==> src/rtl/fpu_issue_pkg.sv <==
// fpu_issue_pkg: controller state encoding, operand/result word counts and watchdog limit
package fpu_issue_pkg;
  typedef enum logic [2:0] {S_IDLE, S_ISSUE, S_OPND, S_WAIT, S_RES} state_t;
  localparam logic [2:0] OPND_SP = 3'd2;
  localparam logic [2:0] OPND_DP = 3'd4;
  localparam logic [1:0] RES_SP = 2'd1;
  localparam logic [1:0] RES_DP = 2'd2;
  localparam logic [7:0] WDOG_LIMIT = 8'd255;
  function automatic logic [2:0] opnd_n(input logic dp);
    return dp ? OPND_DP : OPND_SP;
  endfunction
  function automatic logic [1:0] res_m(input logic dp);
    return dp ? RES_DP : RES_SP;
  endfunction
endpackage

==> src/rtl/fpu_issue_wdog.sv <==
// fpu_issue_wdog: 8-bit result watchdog; i_clear zeroes, i_enable counts, o_expire flags the limit
module fpu_issue_wdog
  import fpu_issue_pkg::*;
(
  input  logic clk,
  input  logic reset,
  input  logic i_clear,
  input  logic i_enable,
  output logic o_expire
);
  logic [7:0] r_cnt;
  always_ff @(posedge clk or posedge reset)
    if (reset) r_cnt <= '0;
    else if (i_clear) r_cnt <= '0;
    else if (i_enable) r_cnt <= r_cnt + 8'd1;
  assign o_expire = r_cnt == WDOG_LIMIT;
endmodule

==> src/rtl/fpu_issue_ctl.sv <==
// fpu_issue_ctl: IU->FPU op issue (iu_fop_*, nx_*), operand (iu_opnd*/fpin*) and result (fpout*/iu_res*) transfer, kill and timeout (fpkill, fop_tmo)
module fpu_issue_ctl
  import fpu_issue_pkg::*;
(
  input  logic        clk,
  input  logic        reset,
  input  logic        iu_fop_req,
  input  logic [7:0]  iu_fop_code,
  input  logic        iu_fop_dprec,
  output logic        iu_fop_ack,
  input  logic        iu_opnd_vld,
  input  logic [31:0] iu_opnd,
  output logic        iu_opnd_rdy,
  input  logic        iu_kill,
  input  logic        iu_res_stall,
  output logic [7:0]  nx_opcode,
  output logic        nx_fpop_valid,
  output logic        nx_dprec,
  input  logic        fpbusyn,
  output logic        fpin_vld,
  output logic [31:0] fpin,
  input  logic        fpout_vld,
  input  logic [31:0] fpout,
  output logic        fpkill,
  output logic        fpuhold,
  output logic        iu_res_vld,
  output logic [31:0] iu_res,
  output logic        fop_busy,
  output logic        fop_tmo
);
  state_t r_state;
  logic [7:0] r_code;
  logic [31:0] r_fpin, r_res;
  logic [2:0] r_opnd_cnt;
  logic [1:0] r_res_cnt;
  logic r_dprec, r_nx_vld, r_fpin_vld, r_res_vld, r_fpkill, r_tmo;
  logic w_act, w_accept, w_xfer, w_wr, w_res_in, w_expire, w_last_opnd, w_last_res;
  assign w_act = r_state != S_IDLE;
  assign w_accept = r_state == S_IDLE && iu_fop_req && fpbusyn && !iu_kill;
  assign w_xfer = r_state == S_OPND && iu_opnd_vld && !iu_res_stall && !iu_kill;
  assign w_wr = r_state == S_WAIT || r_state == S_RES;
  // results are forwarded even when the IU stalls: the FPU must not be dropped on a protocol slip
  assign w_res_in = w_wr && fpout_vld && !iu_kill;
  assign w_last_opnd = (r_opnd_cnt + 3'd1) == opnd_n(r_dprec);
  assign w_last_res = (r_res_cnt + 2'd1) == res_m(r_dprec);
  fpu_issue_wdog u_wdog (
    .clk      (clk),
    .reset    (reset),
    .i_clear  (!w_wr || iu_kill),
    .i_enable (w_wr && !fpout_vld && !iu_res_stall),
    .o_expire (w_expire)
  );
  always_ff @(posedge clk or posedge reset)
    if (reset) begin
      r_state <= S_IDLE;
      r_code <= '0;
      r_dprec <= 1'b0;
      r_nx_vld <= 1'b0;
      r_fpin_vld <= 1'b0;
      r_fpin <= '0;
      r_res_vld <= 1'b0;
      r_res <= '0;
      r_fpkill <= 1'b0;
      r_tmo <= 1'b0;
      r_opnd_cnt <= '0;
      r_res_cnt <= '0;
    end else begin
      r_nx_vld <= 1'b0;
      r_fpkill <= 1'b0;
      r_tmo <= 1'b0;
      r_fpin_vld <= w_xfer;
      if (w_xfer) r_fpin <= iu_opnd;
      r_res_vld <= w_res_in;
      if (w_res_in) r_res <= fpout;
      if (w_act && iu_kill) begin
        r_fpkill <= 1'b1;
        r_state <= S_IDLE;
        r_opnd_cnt <= '0;
        r_res_cnt <= '0;
      end else
        case (r_state)
          S_IDLE:
            if (w_accept) begin
              r_code <= iu_fop_code;
              r_dprec <= iu_fop_dprec;
              r_nx_vld <= 1'b1;
              r_state <= S_ISSUE;
            end
          S_ISSUE: begin
            r_opnd_cnt <= '0;
            r_state <= S_OPND;
          end
          S_OPND:
            if (w_xfer) begin
              r_opnd_cnt <= r_opnd_cnt + 3'd1;
              if (w_last_opnd) begin
                r_res_cnt <= '0;
                r_state <= S_WAIT;
              end
            end
          S_WAIT, S_RES:
            if (w_expire) begin
              r_tmo <= 1'b1;
              r_fpkill <= 1'b1;
              r_state <= S_IDLE;
            end else if (fpout_vld) begin
              r_res_cnt <= r_res_cnt + 2'd1;
              r_state <= w_last_res ? S_IDLE : S_RES;
            end
          default: r_state <= S_IDLE;
        endcase
    end
  assign iu_fop_ack = w_accept;
  assign iu_opnd_rdy = w_xfer;
  assign nx_opcode = r_code;
  assign nx_fpop_valid = r_nx_vld;
  assign nx_dprec = r_dprec;
  assign fpin_vld = r_fpin_vld;
  assign fpin = r_fpin;
  assign fpkill = r_fpkill;
  assign fpuhold = iu_res_stall;
  assign iu_res_vld = r_res_vld;
  assign iu_res = r_res;
  assign fop_busy = w_act;
  assign fop_tmo = r_tmo;
endmodule

==> config.mk <==
export PLATFORM = sky130hd
export DESIGN_NAME = fpu_issue_ctl
export DESIGN_NICKNAME = d
export VERILOG_FILES = /design/src/rtl/fpu_issue_pkg.sv /design/src/rtl/fpu_issue_wdog.sv /design/src/rtl/fpu_issue_ctl.sv
export SDC_FILE = /design/constraint.sdc
export NUM_CORES = 1
export LEC_CHECK = 0
export ABC_AREA = 1
export CAP_MARGIN = 20
export CORE_UTILIZATION = 46
export CTS_CLUSTER_SIZE = 25
export DETAILED_ROUTE_END_ITERATION = 6
export GPL_ROUTABILITY_DRIVEN = 1
export PLACE_DENSITY = 0.9
export SYNTH_ARGS = -nofsm -noshare
export SYNTH_HDL_FRONTEND = slang
export SYNTH_SLANG_ARGS = --single-unit
==> constraint.sdc <==
create_clock -name clk -period 8.2 [get_ports clk]
set_clock_uncertainty 0.05 [all_clocks]
set_input_delay 2.05 -clock clk [delete_from_list [all_inputs] [get_ports clk]]
set_output_delay 2.05 -clock clk [all_outputs]
set_load 0.005 [all_outputs]
==> results.py <==
metrics = {
    "timing": {
        "finalHoldViolations": 0,
        "drv_slew": 0,
        "fin_crit_ns": 6.54,
        "max_slew.worst_pin.slew_ns": 0.739,
        "finalSetupTns_ns": 0,
        "slew-limit-headroom_pct": 50.6,
        "fmax_mhz": 153,
        "grt_setup_unrepaired": "no",
        "finalSetupViolCount": 0,
        "period_share_pct": 79.7,
        "setup_ws_ns": 1.66,
    },
    "clock_network": {
        "cts_buffer_depth": 2,
        "cts_sinks": 94,
        "cts_max_level": 3,
        "cts_tree": "done",
        "cts_setup_buffers": 0,
        "numCtsBuffers": 9,
        "clk_latency_ns": 0.34,
        "hold_buffers": 0,
        "cts_root_buf": "clkbuf_8",
        "clkTransAtPathRegs_ns": 0.08,
        "cts.repair.resized": 0,
    },
    "power": {
        "power_density_mw_per_mm2": 309,
        "clkPwrFrac_pct": 17.6,
        "p_leak_nw": 2.89,
        "power.switching_uw": 573,
        "p_seq_share_pct": 41.5,
        "p_int_mw": 1.25,
        "vdd_drop_max_v": 0.000158,
        "switching_share_pct": 31.5,
        "combPwrFrac_pct": 40.9,
    },
    "routing": {
        "drc_errors": 0,
        "wl_mm": 9.57,
        "initialDrtViolationCount": 94,
        "vias_per_cell": 4.86,
        "firstDrtPassIters": 4,
        "vias": 3531,
        "antenna_left": 0,
        "wl_per_cell_um": 13.2,
    },
    "floorplan": {
        "die-area_mm2": 0.00908,
        "num_io_pins": 163,
        "num_rows": 33,
        "core_area_mm2": 0.00830,
        "start_util_pct": 48.2,
        "die_h_um": 95.3,
        "die_w_um": 95.3,
    },
    "worst_setup_path": {
        "cp-start-kind": "primary input",
        "regToRegSetupSlack_ns": 6.10,
        "path_max_fanout": 34,
        "endpoint_kind": "output pin",
        "crit_required_ns": 6.10,
        "cp.arrival_ns": 4.44,
        "crit_type": "in2out",
    },
    "cells_and_area": {
        "register_area_mm2": 0.00235,
        "mostFrequentLayoutCells": "245 x nand2_1, 162 x clkdlybuf4s50_1, 94 x dfrtp_1, 21 x inv_1, 18 x nor2_1",
        "fillers": 610,
        "drive_gt1_share_pct": 6.75,
        "area_delta_synth_final_pct": 47.2,
        "multiInputGateArea_mm2": 0.00144,
        "finalNetCount": 700,
        "final_common_cell": "nand2_1",
        "diodes": 0,
    },
    "yosys": {
        "synth_cells": 457,
        "ys_ff_latch": 94,
        "yosysSeqAreaShare_pct": 58.7,
        "synth_nets": 540,
        "synth_area_mm2": 0.00400,
        "yosysUniqueCellTypes": 27,
        "syn_area_per_cell_um2": 8.76,
        "synth_warnings": 0,
    },
    "place": {
        "portBuffers": 162,
        "hpwl_mm": 7.05,
        "post-place-ws_ns": 1.65,
        "gp_congestion": 0.806,
    },
    "outcome": {
        "status": "completed",
    },
    "run": {
        "cap_violations": 0,
    },
    "global_route": {
        "grt_pass1_vias": 3424,
        "grt_usage_pct": 21.4,
        "antenna_found_initial": 0,
        "grt_pass1_wl_mm": 15.0,
        "grt.overflow.total": 0,
        "grt_max_degree": 95,
    },
    "worst_hold_path": {
        "min-delay-path-class": "reg2reg",
    },
}
-- through the flow --
| stage | total power [mW] | cells | utilization [%] | cell area, um^2 | hold slack, ns |
|---|---|---|---|---|---|
| 2_1_floorplan | 1.05 | 457 | - | 4000 | 0.413 |
| 3_3_place_gp | 1.47 | 710 | 68.0 | 5650 | 0.404 |
| 3_5_place_dp | 1.51 | 710 | 68.0 | 5650 | 0.408 |
| 4_1_cts | 1.83 | 726 | 70.7 | 5860 | 0.427 |
| 5_1_grt | 1.95 | 727 | 71.0 | 5890 | 0.442 |
| 6_report | 1.82 | 727 | 71.0 | 5890 | 0.424 |
-- sequential cells by signal, indices dropped and copies added, names as in the netlist --
name / cells
fpin: 32
fpkill: 1
r_res_cnt: 2
iu_res_vld: 1
r_opnd_cnt: 3
nx_fpop_valid: 1
r_state: 3
fpin_vld: 1
nx_opcode: 8
u_wdog.r_cnt: 8
nx_dprec: 1
iu_res: 32
fop_tmo: 1
-- Yosys cell counts --
| cell | count | share of area (%) |
|---|---|---|
| nand2_1 | 245 | 23 |
| dfrtp_1 | 94 | 59 |
| inv_1 | 22 | 2.1 |
| nor2_1 | 18 | 1.7 |
| nand3_1 | 13 | 1.6 |
| a21oi_1 | 8 | 1.0 |
| buf_4 | 8 | 1.5 |
| mux2_2 | 8 | 2.3 |
| o21ai_0 | 5 | 0.62 |
| buf_6 | 4 | 1.1 |
| nand2_2 | 4 | 0.62 |
| nand4_1 | 4 | 0.62 |
| buf_2 | 3 | 0.37 |
| inv_2 | 3 | 0.28 |
| ha_1 | 2 | 0.62 |
| nor2_4 | 2 | 0.56 |
| o21a_1 | 2 | 0.37 |
| o21ai_2 | 2 | 0.44 |
| xor2_1 | 2 | 0.44 |
| a2bb2oi_1 | 1 | 0.22 |
| nand3_2 | 1 | 0.25 |
| nand3b_4 | 1 | 0.50 |
| nor2_2 | 1 | 0.16 |
| nor2_8 | 1 | 0.50 |
| nor3_1 | 1 | 0.12 |
| nor3b_1 | 1 | 0.19 |
| o21ai_1 | 1 | 0.12 |
-- final timing paths --
check | startpoint | end | cells after the start
max | iu_kill | iu_opnd_rdy | 5
min | iu_res[26] | iu_res[26] | 2
min in group asynchronous | reset | fpin[12] | 3
max in group asynchronous | reset | iu_res[9] | 4
max reg2reg | r_state[2] | fpin[24] | 7
min reg2reg | iu_res[26] | iu_res[26] | 2
-- metal layers --
metal	vias to the layer above	track usage (%)	part of all wire (%)
met2	152	37.4	49
met3	20	5.10	8.3
met4	0	9.85	2.5
met5	-	0	0
li1	1724	-	-
met1	1635	24.6	40
-- cells by family after synthesis --
group / synth area share (%)
and+or+nand+nor: 29.8
DFF: 58.8
buffers and inverters: 5.34
AOI/OAI and AO/OA: 2.78
muxes: 2.25
xor gates and xnor gates: 0.438
adders and majority gates: 0.625
-- area by class of cell --
type / count / share of cell area [%]
clock buffer: 12 / 2.80
clock inverter: 4 / 0.913
inverter: 25 / 1.61
multi-input combinational: 323 / 24.4
sequential: 94 / 39.9
tap: 105 / 2.23
timing repair buffer: 164 / 28.1
-- power groups by stage --
stage,Combinational (mW),Sequential [mW],Clock (mW)
floorplan,0.283,0.764,0
global placement,0.720,0.753,0
detailed placement,0.749,0.760,0
CTS,0.752,0.756,0.326
global route,0.828,0.776,0.345
finish,0.745,0.756,0.320
-- critical path, stage by stage --
cell and delay, ns:
clkdlybuf4s50_1 0.50, nor3b_1 0.30, nand2_2 0.41, inv_2 0.55, clkdlybuf4s50_1 0.60
Note: power is estimated with default switching activity, not from simulation.
